**src/rtl/led_pkg.sv**
```systemverilog
// Shared types and constants for the LED PWM/pattern generator.
// The RGBA strings are the attribute values used on the iCE40 hard LED driver.
package led_pkg;

  typedef enum logic [1:0] {
    LED_OFF     = 2'd0,
    LED_ON      = 2'd1,
    LED_BLINK   = 2'd2,
    LED_BREATHE = 2'd3
  } led_mode_e;

  // Half-current mode, lowest current step on each colour of SB_RGBA_DRV.
  localparam RGBA_CURRENT_MODE = "0b1";
  localparam RGBA_CURRENT_R    = "0b000001";
  localparam RGBA_CURRENT_G    = "0b000001";
  localparam RGBA_CURRENT_B    = "0b000001";

endpackage

```
**src/rtl/led_pwm_chan.sv**
```systemverilog
// One LED channel: mode/duty state, blink and breathe sequencing, and the
// double-buffered compare level feeding a registered PWM comparator.
module led_pwm_chan
  import led_pkg::*;
#(
  parameter int PWM_BITS   = 8,
  parameter int BLINK_LOG2 = 7
) (
  input  logic                clk,
  input  logic                rst_n,
  input  logic [PWM_BITS-1:0] pwm_cnt_i,
  input  logic                wrap_i,
  input  logic                step_i,
  input  logic                apply_i,
  input  led_mode_e           mode_i,
  input  logic [PWM_BITS-1:0] duty_i,
  output logic                pwm_o
);

  localparam logic [PWM_BITS-1:0] LVL_ONE = PWM_BITS'(1);

  led_mode_e             mode_q, mode_d;
  logic [PWM_BITS-1:0]   duty_q, duty_d;
  logic [PWM_BITS-1:0]   level_q, level_d;
  logic                  phase_q, phase_d;
  logic                  up_q, up_d;
  logic [BLINK_LOG2-1:0] blink_q, blink_d;
  logic [PWM_BITS-1:0]   cmp_q, cmp_d;
  logic                  pwm_q, pwm_d;

  function automatic logic [PWM_BITS-1:0] eff_level(led_mode_e m, logic [PWM_BITS-1:0] d,
                                                    logic ph, logic [PWM_BITS-1:0] lv);
    case (m)
      LED_ON:      return d;
      LED_BLINK:   return ph ? d : '0;
      LED_BREATHE: return lv;
      default:     return '0;
    endcase
  endfunction

  always_comb begin
    mode_d  = mode_q;
    duty_d  = duty_q;
    level_d = level_q;
    phase_d = phase_q;
    up_d    = up_q;
    blink_d = blink_q;
    // A new configuration overrides any step landing on the same edge.
    if (apply_i) begin
      mode_d  = mode_i;
      duty_d  = duty_i;
      level_d = '0;
      phase_d = 1'b1;
      up_d    = 1'b1;
      blink_d = '0;
    end else if (step_i) begin
      blink_d = blink_q + 1'b1;
      if (blink_q == '1) phase_d = ~phase_q;
      if (mode_q == LED_BREATHE) begin
        if (duty_q == '0) begin
          level_d = '0;
          up_d    = 1'b1;
        end else if (up_q) begin
          if (level_q >= duty_q - LVL_ONE) begin
            level_d = duty_q;
            up_d    = 1'b0;
          end else begin
            level_d = level_q + LVL_ONE;
          end
        end else begin
          if (level_q <= LVL_ONE) begin
            level_d = '0;
            up_d    = 1'b1;
          end else begin
            level_d = level_q - LVL_ONE;
          end
        end
      end
    end
    // Compare level only moves at the period boundary so a period is never torn.
    cmp_d = wrap_i ? eff_level(mode_d, duty_d, phase_d, level_d) : cmp_q;
    pwm_d = (cmp_q > pwm_cnt_i) || (&cmp_q);
  end

  always_ff @(posedge clk or negedge rst_n) begin
    if (!rst_n) begin
      mode_q  <= LED_OFF;
      duty_q  <= '0;
      level_q <= '0;
      phase_q <= 1'b1;
      up_q    <= 1'b1;
      blink_q <= '0;
      cmp_q   <= '0;
      pwm_q   <= 1'b0;
    end else begin
      mode_q  <= mode_d;
      duty_q  <= duty_d;
      level_q <= level_d;
      phase_q <= phase_d;
      up_q    <= up_d;
      blink_q <= blink_d;
      cmp_q   <= cmp_d;
      pwm_q   <= pwm_d;
    end
  end

  assign pwm_o = pwm_q;

endmodule

```
**src/rtl/led_pwm_ctrl.sv**
```systemverilog
// Multi-channel LED PWM/pattern generator: shared PWM and step counters, a
// single-entry configuration holding register, and NCH channel instances.
module led_pwm_ctrl
  import led_pkg::*;
#(
  parameter  int NCH        = 3,
  parameter  int PWM_BITS   = 8,
  parameter  int STEP_LOG2  = 16,
  parameter  int BLINK_LOG2 = 7,
  localparam int CH_W       = (NCH > 1) ? $clog2(NCH) : 1
) (
  input  logic                clk,
  input  logic                rst_n,
  input  logic                cfg_valid,
  output logic                cfg_ready,
  input  logic [CH_W-1:0]     cfg_ch,
  input  logic [1:0]          cfg_mode,
  input  logic [PWM_BITS-1:0] cfg_duty,
  output logic                apply_pulse,
  output logic [NCH-1:0]      pwm
);

  logic [PWM_BITS-1:0]  pwm_cnt_q, pwm_cnt_d;
  logic [STEP_LOG2-1:0] step_cnt_q, step_cnt_d;
  logic                 pend_q, pend_d;
  logic                 apply_q, apply_d;
  logic [CH_W-1:0]      pend_ch_q;
  logic [1:0]           pend_mode_q;
  logic [PWM_BITS-1:0]  pend_duty_q;
  logic                 wrap, step, accept, do_apply;

  always_comb begin
    wrap       = &pwm_cnt_q;
    step       = &step_cnt_q;
    accept     = cfg_valid && !pend_q;
    do_apply   = wrap && pend_q;
    pwm_cnt_d  = pwm_cnt_q + 1'b1;
    step_cnt_d = step_cnt_q + 1'b1;
    pend_d     = pend_q;
    if (do_apply)    pend_d = 1'b0;
    else if (accept) pend_d = 1'b1;
    apply_d    = do_apply;
  end

  always_ff @(posedge clk or negedge rst_n) begin
    if (!rst_n) begin
      pwm_cnt_q  <= '0;
      step_cnt_q <= '0;
      pend_q     <= 1'b0;
      apply_q    <= 1'b0;
    end else begin
      pwm_cnt_q  <= pwm_cnt_d;
      step_cnt_q <= step_cnt_d;
      pend_q     <= pend_d;
      apply_q    <= apply_d;
    end
  end

  // Payload is qualified by pend_q, so it needs no reset.
  always_ff @(posedge clk) begin
    if (accept) begin
      pend_ch_q   <= cfg_ch;
      pend_mode_q <= cfg_mode;
      pend_duty_q <= cfg_duty;
    end
  end

  assign cfg_ready   = !pend_q;
  assign apply_pulse = apply_q;

  for (genvar g = 0; g < NCH; g++) begin : g_chan
    led_pwm_chan #(
      .PWM_BITS   (PWM_BITS),
      .BLINK_LOG2 (BLINK_LOG2)
    ) u_chan (
      .clk       (clk),
      .rst_n     (rst_n),
      .pwm_cnt_i (pwm_cnt_q),
      .wrap_i    (wrap),
      .step_i    (step),
      .apply_i   (do_apply && (pend_ch_q == CH_W'(g))),
      .mode_i    (led_mode_e'(pend_mode_q)),
      .duty_i    (pend_duty_q),
      .pwm_o     (pwm[g])
    );
  end

endmodule
```
**config.mk**
```make
export PLATFORM = sky130hd
export DESIGN_NAME = led_pwm_ctrl
export DESIGN_NICKNAME = d
export VERILOG_FILES = /design/src/rtl/led_pkg.sv /design/src/rtl/led_pwm_chan.sv /design/src/rtl/led_pwm_ctrl.sv
export SDC_FILE = /design/constraint.sdc
export NUM_CORES = 1
export LEC_CHECK = 0
export CAP_MARGIN = 40
export CORE_MARGIN = 2
export CORE_UTILIZATION = 40
export CTS_CLUSTER_DIAMETER = 200
export DETAILED_ROUTE_END_ITERATION = 16
export PLACE_DENSITY = 0.57
export SKIP_CTS_REPAIR_TIMING = 1
export SYNTH_ARGS = -nofsm -noshare
export SYNTH_HDL_FRONTEND = slang
export SYNTH_SLANG_ARGS = --single-unit
```
**constraint.sdc**
```tcl
create_clock -name clk -period 3 [get_ports clk]
set_clock_uncertainty 0.2 [all_clocks]
set_input_delay 0.75 -clock clk [delete_from_list [all_inputs] [get_ports clk]]
set_output_delay 0.75 -clock clk [all_outputs]
set_load 0.02 [all_outputs]
```
Word level (Yosys, flattened, before mapping):

Index checks and enable logic that the tools add are counted.

* word-level logic and storage cells: 173
* register bits: 146
* output and inout port bits: 5

* $add $sub $neg: 14
* bitwise operators: 3
* equal/unequal tests: 17
* multiplexer cells: 71
* order comparisons: 9
* reduce and logical (&&, ||, !) cells: 28

Operators by type and width (count)
* $mux 8: 27
* $pmux 8 s3: 3
* $sub 8x1->8 const B: 6
* $mux 7: 6
* $add 8x1->8 const B: 4
* $mux 1: 32
* $reduce_and 8->1: 4
* $ge 8x8->1: 3
* $gt 8x8->1: 3
* $le 8x1->1 const B: 3
* $logic_not 8->1: 3
* $add 7x1->7 const B: 3
* $eq 7x7->1 const B: 3
* $eq 2x2->1 const B: 10
* $add 16x1->16 const B: 1
* $reduce_and 16->1: 1
* $reduce_bool 2->1: 7
* $eq 2x1->1 const B: 4
* $mux 2: 3
* $reduce_and 2->1: 3
* $logic_and 1x1->1: 5
* $logic_or 1x1->1: 3
* $not 1->1: 3
* $logic_not 2->1: 1
* $logic_not 1->1: 1

Depth between registers and ports, before layout:

Gate-level depths: netlist of run 1.

* word-level depth: 9
* mapped depth: 14
* mapped depth without buffers: 13

Hierarchy:

From an unflattened synthesis of run 1, not the netlist that was laid out.

* cell total of the unflattened synthesis: 995
* area, all modules: 9471.6 sq um

Modules (own cells, without submodules)
* led_pwm_chan: area an instance 2638.8 sq um, cells an instance 295, instances 3, seq. area each 903.4 sq um
* led_pwm_ctrl: area an instance 1555.2 sq um, cells an instance 110, instances 1, seq. area each 1011.0 sq um

Worst setup path before layout of run 1:

No wires, ideal clock.

* path type: register to register
* from: reg g_chan[1].u_chan.duty_q[3]
* to: reg g_chan[1].u_chan.cmp_q[5]
* data required time: 2.713 ns
* slack: -0.368 ns
* path buffers: 0
* period minus slack after synthesis: 3.368 ns
* cell stages (with the launch flop): 11
* arrival time: 3.081 ns
* path through: dfrtp_1 -> or4_1 -> nor4_1 -> xnor2_1 -> ha_1 -> nand4_1 -> o311ai_1 -> o21a_1 -> o211ai_1 -> mux2_1 -> o211ai_1

* cells in the longest elaborated chain, start to end: 9
* elaborated cells on any way between the ends: 10

RTL lines
* from (decl): line led_pwm_chan.sv:23 `logic [PWM_BITS-1:0] duty_q, duty_d;`
* from (signal assigned): line led_pwm_chan.sv:97 `duty_q <= duty_d;`
* $sub 8x1->8: line led_pwm_chan.sv:64 `if (level_q >= duty_q - LVL_ONE) begin`
* $ge 8x8->1: line led_pwm_chan.sv:64
* $mux 8: line led_pwm_chan.sv:64
* $mux 8: line led_pwm_chan.sv:63 `end else if (up_q) begin`
* $mux 8 (*): line led_pwm_chan.sv:60 `if (duty_q == '0) begin`
* $mux 8 (*): line led_pwm_chan.sv:59 `if (mode_q == LED_BREATHE) begin`
* $mux 8 (*): line led_pwm_chan.sv:56 `end else if (step_i) begin`
* $mux 8 (*): line led_pwm_chan.sv:49 `if (apply_i) begin`
* $pmux 8 s3 (*): line led_pwm_chan.sv:33 `case (m)`
* to (signal assigned): line led_pwm_chan.sv:102 `cmp_q <= cmp_d;`
* to (decl): line led_pwm_chan.sv:28 `logic [PWM_BITS-1:0] cmp_q, cmp_d;`

Every way passes the cells marked *; elsewhere a longest branch is shown, timed or not.
A chain may end at the register's enable or synchronous reset.

Worst setup path after layout of run 1:

* from: reg g_chan[1].u_chan.duty_q[5]
* to: reg g_chan[1].u_chan.cmp_q[4]

The elaborated chain is that of the path after synthesis.

==> impl_metrics.ini, run 1 <==
[run_status]
status = complete, but fails checks
failed_checks = setup timing

[floorplanning]
start_util_pct = 40.7
pin_count = 20
rows = 55
die_area_mm2 = 0.0242
chipHeight_um = 155
die_w_um = 155
core-area_mm2 = 0.0226

[layout]
syn_to_final_growth_pct = 28.1
fin_cells = 1442
layout-drive-gt1-share_pct = 23.5
nets = 1226

[sta]
worst_slack_ns = -0.174
tightest_slew_ns = 0.723
final-hold-violation-count = 0
finalSetupTns_ns = -1.81
whs_ns = 0.0301
period_minus_slack_ns = 3.17
relSlewSlack_pct = 51.8
finalSetupViolations = 21
grt_setup_unrepaired = true
fin_crit_sh_pct = 106
slew_viol_final = 0
clock.fmax_ghz = 0.315

[worst_setup_path]
r2r_setup_slack_ns = -0.17
r2r_end = g_chan[1].u_chan.cmp_q[4]
crit_path_end_kind = register
cp.arrival_ns = 3.32
reg2reg_from = g_chan[1].u_chan.duty_q[5]
start_kind = register
path_class = register to register
worstRegToRegCells = 13
crit_fanout = 9
cp.required_ns = 3.15

[detailed_routing]
wl_um = 26600
top_layer = met4
dr.pass1.iters = 7
vias = 8107
wl_met2_um = 11800
viasPerCell = 5.62
drt-initial-drc-count = 636
ant_nets = 0
met1_length_um = 12700
drcViolationCount = 0
wl_per_cell_um = 18.4
wl_met3_um = 1560

[power_and_ir_drop]
pwr_density_cell_mw_per_mm2 = 357
p_leak_nw = 5.49
ir_worst_vdd_v = 0.000300

[synth]
ys_seq_elements = 146
netlist_area_mm2 = 0.00918
ys_warn_count = 0
ys.flop_type = dfrtp_1
syn_inst = 1019
synth_top_area_share_pct = 34.9
ys_seq_area_share_pct = 40.5
synth_edf_count = 12
synth_nets = 1102
yosysUniqueCellTypes = 75
async_reset_ff_share_pct = 91.8
ys_top_cells_by_area = dfrtp_1 (35%), ha_1 (9.3%), nand2_1 (6.4%)
yosysTopAreaCell = dfrtp_1
post_synth.cell_area_avg_um2 = 9.01

[cts]
cts_max_path_buffers = 2
cts_tree = done
clock_latency_ns = 0.44
cts_buffers = 17
clkTransAtPathRegs_ns = 0.07
cts_num_sinks = 146
root_buffer = clkbuf_16
cts.htree.levels = 4

[place]
dp_hpwl_um = 19700
portBuffers = 19
place_ws_ns = -0.233
dp.cells = 1396
globalplace.congestion = 0.933

[grt]
grt_pass1_wl_um = 42400
grt-ovfl-total = 0
grt_pass1_vias = 7906
grtUsageTotal_pct = 22.4
grt_max_degree = 49
antenna_found_initial = 1

[flow_run]
maxCapViolations = 0

[hold_path]
hp-class = input port to async pin
==> flip-flops by register name (all words and copies together) (netlist names) <==
signal	count
pend_q	1
g_chan.u_chan.phase_q	3
g_chan.u_chan.mode_q	6
pend_ch_q	2
g_chan.u_chan.blink_q	21
g_chan.u_chan.pwm_o	3
g_chan.u_chan.cmp_q	24
g_chan.u_chan.level_q	24
apply_pulse	1
pend_duty_q	8
step_cnt_q	16
g_chan.u_chan.duty_q	24
g_chan.u_chan.up_q	3
pwm_cnt_q	8
pend_mode_q	2
==> report_power, final <==
group	total, mW	switching, mW	internal, mW	leakage [nW]
clock network	2.15	0.988	1.16	0.291
logic	0.0604	0.0389	0.0215	3.28
registers	1.99	0.000000000000000502	1.99	1.92
==> cell usage after synthesis (9+ instances only) <==
cell	instances
nand4_1	33
a31oi_1	14
dfrtp_1	128
nand3_1	52
and3_1	16
o211ai_1	22
xor2_1	28
nand2_1	157
nor3_1	27
nor4_1	9
inv_1	41
o21ai_0	38
nor2b_1	9
xnor2_1	40
ha_1	68
nand2b_1	15
clkbuf_1	35
or3_1	11
a21oi_1	34
edfxtp_1	12
nor2_1	79
==> worst max-delay path: stages, from the launching register on <==
cell and delay (ns):
dfrtp_1 0.38, or4_4 0.58, nor2_4 0.12, xnor2_2 0.09, ha_4 0.18, a211o_1 0.26, o211ai_1 0.12, buf_4 0.16
o311ai_2 0.08, buf_4 0.18, a21o_1 0.17, a311oi_1 0.27, a211oi_1 0.10, o211ai_1 0.19
==> cell families after synthesis <==
family / count (synthesis) / share of synthesized area [%]
buffers and inverters: 83 / 3.61
AND/OR/NAND/NOR: 449 / 24.1
multiplexers: 10 / 1.17
XOR/XNOR: 68 / 6.49
flip-flops: 146 / 40.5
AO/OA/AOI/OAI: 195 / 14.8
adder cells (fa/ha/maj): 68 / 9.27
==> worst max path at each step <==
stage / from / to / slack [ns]
finish: g_chan[1].u_chan.duty_q[5] / g_chan[1].u_chan.cmp_q[4] / -0.17
global route: g_chan[1].u_chan.duty_q[5] / g_chan[1].u_chan.cmp_q[0] / -0.33
CTS: g_chan[1].u_chan.duty_q[5] / g_chan[1].u_chan.cmp_q[7] / -0.25
detailed placement: g_chan[1].u_chan.duty_q[0] / g_chan[1].u_chan.cmp_q[3] / -0.23
global placement: g_chan[2].u_chan.duty_q[3] / g_chan[2].u_chan.cmp_q[3] / -0.21
floorplan: g_chan[1].u_chan.duty_q[3] / g_chan[1].u_chan.cmp_q[3] / -0.14
==> per-stage QoR <==
step / util, % / cell area, um2 / total power, mW
after floorplan: - / 9250 / 2.03
final: 52.1 / 11800 / 4.20
after CTS: 49.3 / 11100 / 4.24
after detailed placement: 46.7 / 10500 / 2.09
after global routing: 52.1 / 11800 / 4.33
after global placement: 46.7 / 10500 / 2.09
==> per-layer routing <==
metal	vias up	GRT usage, %
met5	-	0
met4	0	6.55
met3	47	4.74
met2	260	33.5
met1	3859	32.8
li1	3941	-
==> area by class of cell <==
class	count	area, um2
clock buffers	19	454
flip-flops and latches	146	3720
well taps	285	357
diodes	1	2.50
multi-input cells	790	5710
inverters	41	154
clock inverters	13	134
repair buffers	147	1220
fillers	2067	10800
==> cells in the final DEF (no fill, tap or decap), types with 30 or more instances in the layout <==
cell | Yosys | routed
o21ai_0 | 38 | 30
buf_4 | 3 | 116
nand2_1 | 157 | 154
ha_1 | 68 | 64
nand3_1 | 52 | 51
nor2_1 | 79 | 74
nand4_1 | 33 | 33
inv_1 | 41 | 36
xnor2_1 | 40 | 39
dfrtp_1 | 128 | 125
No activity file was read; power rests on OpenSTA's default activity.
==> run 2, diff against run 1 <==
--- a/config.mk
+++ b/config.mk
@@ -7,10 +7,10 @@
 export LEC_CHECK = 0
 export CAP_MARGIN = 40
 export CORE_MARGIN = 2
-export CORE_UTILIZATION = 40
-export CTS_CLUSTER_DIAMETER = 200
+export CORE_UTILIZATION = 53
+export CTS_CLUSTER_DIAMETER = 60
 export DETAILED_ROUTE_END_ITERATION = 16
-export PLACE_DENSITY = 0.57
+export PLACE_DENSITY = 0.72
 export SKIP_CTS_REPAIR_TIMING = 1
 export SYNTH_ARGS = -nofsm -noshare
 export SYNTH_HDL_FRONTEND = slang
==> run 2 against run 1 <==
The run still ends with setup timing left; register-to-register slack lost 0.15 ns; total power is 0.44% lower; count of clock-buffer cells in the layout is 2 lower; wire length is 0.78% lower; die area fell by 24%; combinational power fell by 0.7%; core utilization rose by 14 points; hold slack better by 0.052 ns; sequential power about the same; sequential share of layout area rose by 1.0 points.
==> impl_metrics.ini, run 2 (synthesized netlist as in run 1, its figures left out) <==
[place]
portBuffers = 19
place_area_mm2 = 0.0104
globalplace.congestion = 0.987
place_ws_ns = -0.270
dp_hpwl_um = 19100

[grt]
grt_pass1_vias = 7896
grt_max_degree = 53
antenna_found_initial = 0
grt_pass1_wl_um = 41600
grt-ovfl-total = 0
grtUsageTotal_pct = 29.2

[layout]
final_area_mm2 = 0.0114
nFillCells = 1390
ff_latch_area_mm2 = 0.00372
layout_common_cells = nand2_1 (154), dfrtp_1 (127), buf_4 (105)
nets = 1211
multi_input_area_mm2 = 0.00555
largestRegisters = g_chan.u_chan.cmp_q x24, g_chan.u_chan.duty_q x24, g_chan.u_chan.level_q x24
n_antenna_cell = 0
final_common_cell = nand2_1
syn_to_final_growth_pct = 24.0
layout-drive-gt1-share_pct = 20.9

[sta]
fin_crit_sh_pct = 111
clock.fmax_ghz = 0.301
final-hold-violation-count = 0
finalSetupViolations = 20
worst_slack_ns = -0.322
grt_setup_unrepaired = true
slew_viol_final = 0
period_minus_slack_ns = 3.32
tightest_slew_ns = 0.755
relSlewSlack_pct = 49.7

[detailed_routing]
viasPerCell = 6.11
dr.pass1.iters = 5
wl_per_cell_um = 19.3
drt-initial-drc-count = 717
vias = 8350
drcViolationCount = 0
ant_nets = 0
wl_um = 26300

[worst_setup_path]
cp_slowest_cell = or4_4
reg2reg_from = g_chan[1].u_chan.duty_q[5]
cp.arrival_ns = 3.43
path_class = register to register
startpoint = g_chan[1].u_chan.duty_q[5]
crit_fanout = 4
cp_slowest_stage_delay_ns = 0.59
crit_path_end_kind = register
start_kind = register
path_cells = or4_4 -> nor4_4 -> xnor2_1 -> ha_1 -> nand4_1 -> o311a_4 -> mux2_4 -> a41o_1 -> a22oi_2 -> o21ai_1
cp.required_ns = 3.11

[floorplanning]
start_util_pct = 53.6
core-area_mm2 = 0.0171
chipHeight_um = 136
die_w_um = 136
pin_count = 20
die_area_mm2 = 0.0184
rows = 48

[run_status]
failed_checks = setup timing
status = complete, but fails checks

[cts]
clock_latency_ns = 0.43
root_buffer = clkbuf_16
clkTransAtPathRegs_ns = 0.07
cts.htree.levels = 4
cts_buffers = 17
cts_num_sinks = 146
cts_tree = done
cts_max_path_buffers = 2

[power_and_ir_drop]
ir_worst_vdd_v = 0.000485
p_leak_nw = 5.38
pwr_density_cell_mw_per_mm2 = 367

[flow_run]
maxCapViolations = 0

[hold_path]
hp-class = input port to async pin
==> run 2: final cells by class <==
cell class	count	area share, %
flip-flops and latches	146	32.7
repair buffers	132	9.60
multi-input cells	790	48.7
inverters	41	1.35
well taps	225	2.47
clock inverters	15	1.42
clock buffers	17	3.74
==> run 2: per-layer routing <==
metal	GRT usage, %	up-vias	part of all wire, %	wire, um
met3	6.47	68	7.3	1910
li1	-	3902	-	-
met2	44.1	345	45	11900
met4	9.61	0	2.9	775
met1	41.8	4035	45	11700
met5	0	-	0	0
==> run 2: path summary, 6_finish.rpt <==
kind                                                to  slack (ns)  depth (start not counted)
setup reg to reg             g_chan[1].u_chan.cmp_q[3]       -0.32                         10
hold reg to reg                          step_cnt_q[0]        0.27                          1
max in group asynchronous        g_chan[2].u_chan.up_q        1.83                          2
hold / removal             g_chan[0].u_chan.level_q[7]        0.08                          1
setup / recovery             g_chan[1].u_chan.cmp_q[3]       -0.32                         10
min in group clk                         step_cnt_q[0]        0.27                          1
==> run 2: where the power goes <==
| group | switching, mW | leakage [nW] | internal, mW |
|---|---|---|---|
| clock | 0.947 | 0.291 | 1.18 |
| sequential | 0.000000000000000505 | 1.92 | 1.99 |
| combinational | 0.0387 | 3.17 | 0.0212 |
==> run 2: worst max-delay path, delay by kind of cell (launching register included) <==
| kind | cells | cell delay [ns] |
|---|---|---|
| AOI/OAI and AO/OA | 4 | 0.89 |
| adders and majority gates | 1 | 0.32 |
| DFF | 1 | 0.39 |
| and+or+nand+nor | 3 | 0.97 |
| muxes | 1 | 0.31 |
| xor gates and xnor gates | 1 | 0.13 |
==> run 2: through the flow <==
| step | instances | total power, mW | util [%] | setup TNS, ns | hold slack (ns) |
|---|---|---|---|---|---|
| after CTS | 1354 | 4.22 | 63.9 | -4.76 | 0.0992 |
| after floorplan | 1019 | 2.03 | - | -0.422 | 0.236 |
| after global routing | 1366 | 4.31 | 66.5 | -7.53 | 0.113 |
| after global placement | 1322 | 2.09 | 60.5 | -2.64 | 0.261 |
| after detailed placement | 1322 | 2.09 | 60.5 | -3.71 | 0.268 |
| final | 1366 | 4.18 | 66.5 | -3.61 | 0.0825 |
==> run 3, diff against run 2 <==
--- a/config.mk
+++ b/config.mk
@@ -10,7 +10,7 @@
 export CORE_UTILIZATION = 53
 export CTS_CLUSTER_DIAMETER = 60
 export DETAILED_ROUTE_END_ITERATION = 16
-export PLACE_DENSITY = 0.72
+export PLACE_DENSITY = 0.7
 export SKIP_CTS_REPAIR_TIMING = 1
 export SYNTH_ARGS = -nofsm -noshare
 export SYNTH_HDL_FRONTEND = slang
==> constraint.sdc (replaced) <==
create_clock -name clk -period 4.2 [get_ports clk]
set_clock_uncertainty 0.2 [all_clocks]
set_input_delay 1.05 -clock clk [delete_from_list [all_inputs] [get_ports clk]]
set_output_delay 1.05 -clock clk [all_outputs]
set_load 0.005 [all_outputs]
==> run 3 against run 2 <==
The run now ends clean; global-route usage down 1.4 points; final cell count down 7.0%; register-to-register slack better by 0.88 ns; total power decreased by 29%; clock power decreased by 30%; first-iteration DRC count fell by 5.6%; wire length down 8.6%; count of clock-buffer cells in the layout grew 1; critical endpoint unchanged.
==> impl_metrics.ini, run 3 (synthesized netlist as in run 1, its figures left out) <==
[run_status]
status = complete, no violations

[cts]
cts_buffers = 17
cts_max_path_buffers = 2
clkTransAtPathRegs_ns = 0.07
root_buffer = clkbuf_16
cts.htree.levels = 4
cts_num_sinks = 146
clock_latency_ns = 0.43
cts_tree = done

[layout]
nets = 1116
largestRegisters = g_chan.u_chan.cmp_q x24, g_chan.u_chan.duty_q x24, g_chan.u_chan.level_q x24
final_common_cell = nand2_1
layout_common_cells = nand2_1 (157), dfrtp_1 (128), nor2_1 (79)
n_antenna_cell = 0
layout-drive-gt1-share_pct = 7.55
fin_cells = 1271
syn_to_final_growth_pct = 11.5

[hold_path]
hp-class = register to register
hold_depth = 1
worstHoldEndpoint = step_cnt_q[0]
min-delay-start = step_cnt_q[0]

[sta]
tightest_slew_ns = 0.782
period_minus_slack_ns = 3.64
finalSetupTns_ns = 0
fin_crit_sh_pct = 86.7
final-hold-violation-count = 0
finalSetupViolations = 0
clock.fmax_ghz = 0.274
relSlewSlack_pct = 47.4
slew_viol_final = 0
grt_setup_unrepaired = false

[detailed_routing]
dr.pass1.iters = 4
wl_per_cell_um = 18.9
viasPerCell = 6.16
drt-initial-drc-count = 677
ant_nets = 0
drcViolationCount = 0
wl_um = 24100
vias = 7827

[worst_setup_path]
cp_slowest_cell = or4_1
r2r_end = g_chan[1].u_chan.cmp_q[3]
path_class = register to register
path_cells = or4_1 -> nor4_1 -> xnor2_1 -> ha_1 -> o211ai_1 -> o311a_1 -> mux2_2 -> a41o_1 -> a22oi_1 -> o21ai_0
worstRegToRegCells = 10
start_kind = register
r2r_setup_slack_ns = 0.56
cp.required_ns = 4.31
crit_path_end_kind = register
cp.arrival_ns = 3.75
startpoint = g_chan[1].u_chan.duty_q[3]
crit_fanout = 9
cp_slowest_stage_delay_ns = 0.58
reg2reg_from = g_chan[1].u_chan.duty_q[3]

[grt]
grt_pass1_wl_um = 40000
grt-ovfl-total = 0
grt_pass1_vias = 7605
grtUsageTotal_pct = 27.8
antenna_found_initial = 0
grt_max_degree = 58

[floorplanning]
chipHeight_um = 136
rows = 48
core-area_mm2 = 0.0171
pin_count = 20
die_w_um = 136
start_util_pct = 53.6
die_area_mm2 = 0.0184

[place]
dp.cells = 1239
dp_hpwl_um = 17400
globalplace.congestion = 0.947
portBuffers = 19

[power_and_ir_drop]
pwr_density_cell_mw_per_mm2 = 289
p_leak_nw = 4.77
ir_worst_vdd_v = 0.000350

[flow_run]
maxCapViolations = 0
-- run 3: cell types whose count changed in the layout (fill, tap and decap cells not counted), moves of 5 or more --
| cell | change |
|---|---|
| buf_4 | -88 |
| o21ai_0 | +7 |
| a21oi_1 | +5 |
| inv_2 | -5 |
| inv_1 | +5 |
| a21oi_2 | -5 |
-- run 3: worst max path at each step --
stage / end / slack, ns
2_1_floorplan: g_chan[1].u_chan.cmp_q[5] / 0.83
3_3_place_gp: g_chan[1].u_chan.cmp_q[3] / 0.74
3_5_place_dp: g_chan[1].u_chan.cmp_q[3] / 0.70
4_1_cts: g_chan[1].u_chan.cmp_q[3] / 0.58
5_1_grt: g_chan[1].u_chan.cmp_q[3] / 0.34
6_report: g_chan[1].u_chan.cmp_q[3] / 0.56
-- run 3: per-stage QoR --
stage / hold WS, ns / power, mW / area [um2] / utilization (%) / setup WS (ns)
final: 0.276 / 2.95 / 10200 / 59.8 / 0.557
after global routing: 0.309 / 3.04 / 10200 / 59.8 / 0.336
after CTS: 0.280 / 2.97 / 10200 / 59.8 / 0.582
after detailed placement: 0.270 / 1.49 / 9650 / 56.4 / 0.698
after global placement: 0.260 / 1.49 / 9650 / 56.4 / 0.743
after floorplan: 0.236 / 1.45 / 9180 / - / 0.832
-- run 3: routing by layer --
layer,vias to the layer above,track usage (%),routed length [um],part of all wire (%)
met5,-,0,0,0
met4,0,8.45,509,2.1
met3,38,5.39,1280,5.3
met2,271,43.6,11300,47
met1,3797,39.0,11000,46
li1,3721,-,-,-
-- run 3: worst max-delay path, delay by kind of cell (launching register included) --
kind                       cells  cell delay (ns)
xor gates and xnor gates       1             0.18
muxes                          1             0.38
adders and majority gates      1             0.27
AOI/OAI and AO/OA              5             1.10
and+or+nand+nor                2             0.93
DFF                            1             0.45
-- run 3: power breakdown --
| group | switching, mW | internal, mW | total [mW] | leakage, nW |
|---|---|---|---|---|
| clock | 0.684 | 0.805 | 1.49 | 0.282 |
| combinational | 0.0276 | 0.0140 | 0.0416 | 2.56 |
| sequential | 0.000000000000000347 | 1.42 | 1.42 | 1.92 |
-- run 3: layout make-up --
type | count | area, um2
Multi-Input combinational cell | 790 | 5150
Clock inverter | 14 | 143
Tap cell | 225 | 282
Clock buffer | 18 | 439
Sequential cell | 146 | 3720
Fill cell | 1526 | 6890
Timing Repair Buffer | 37 | 339
Inverter | 41 | 154
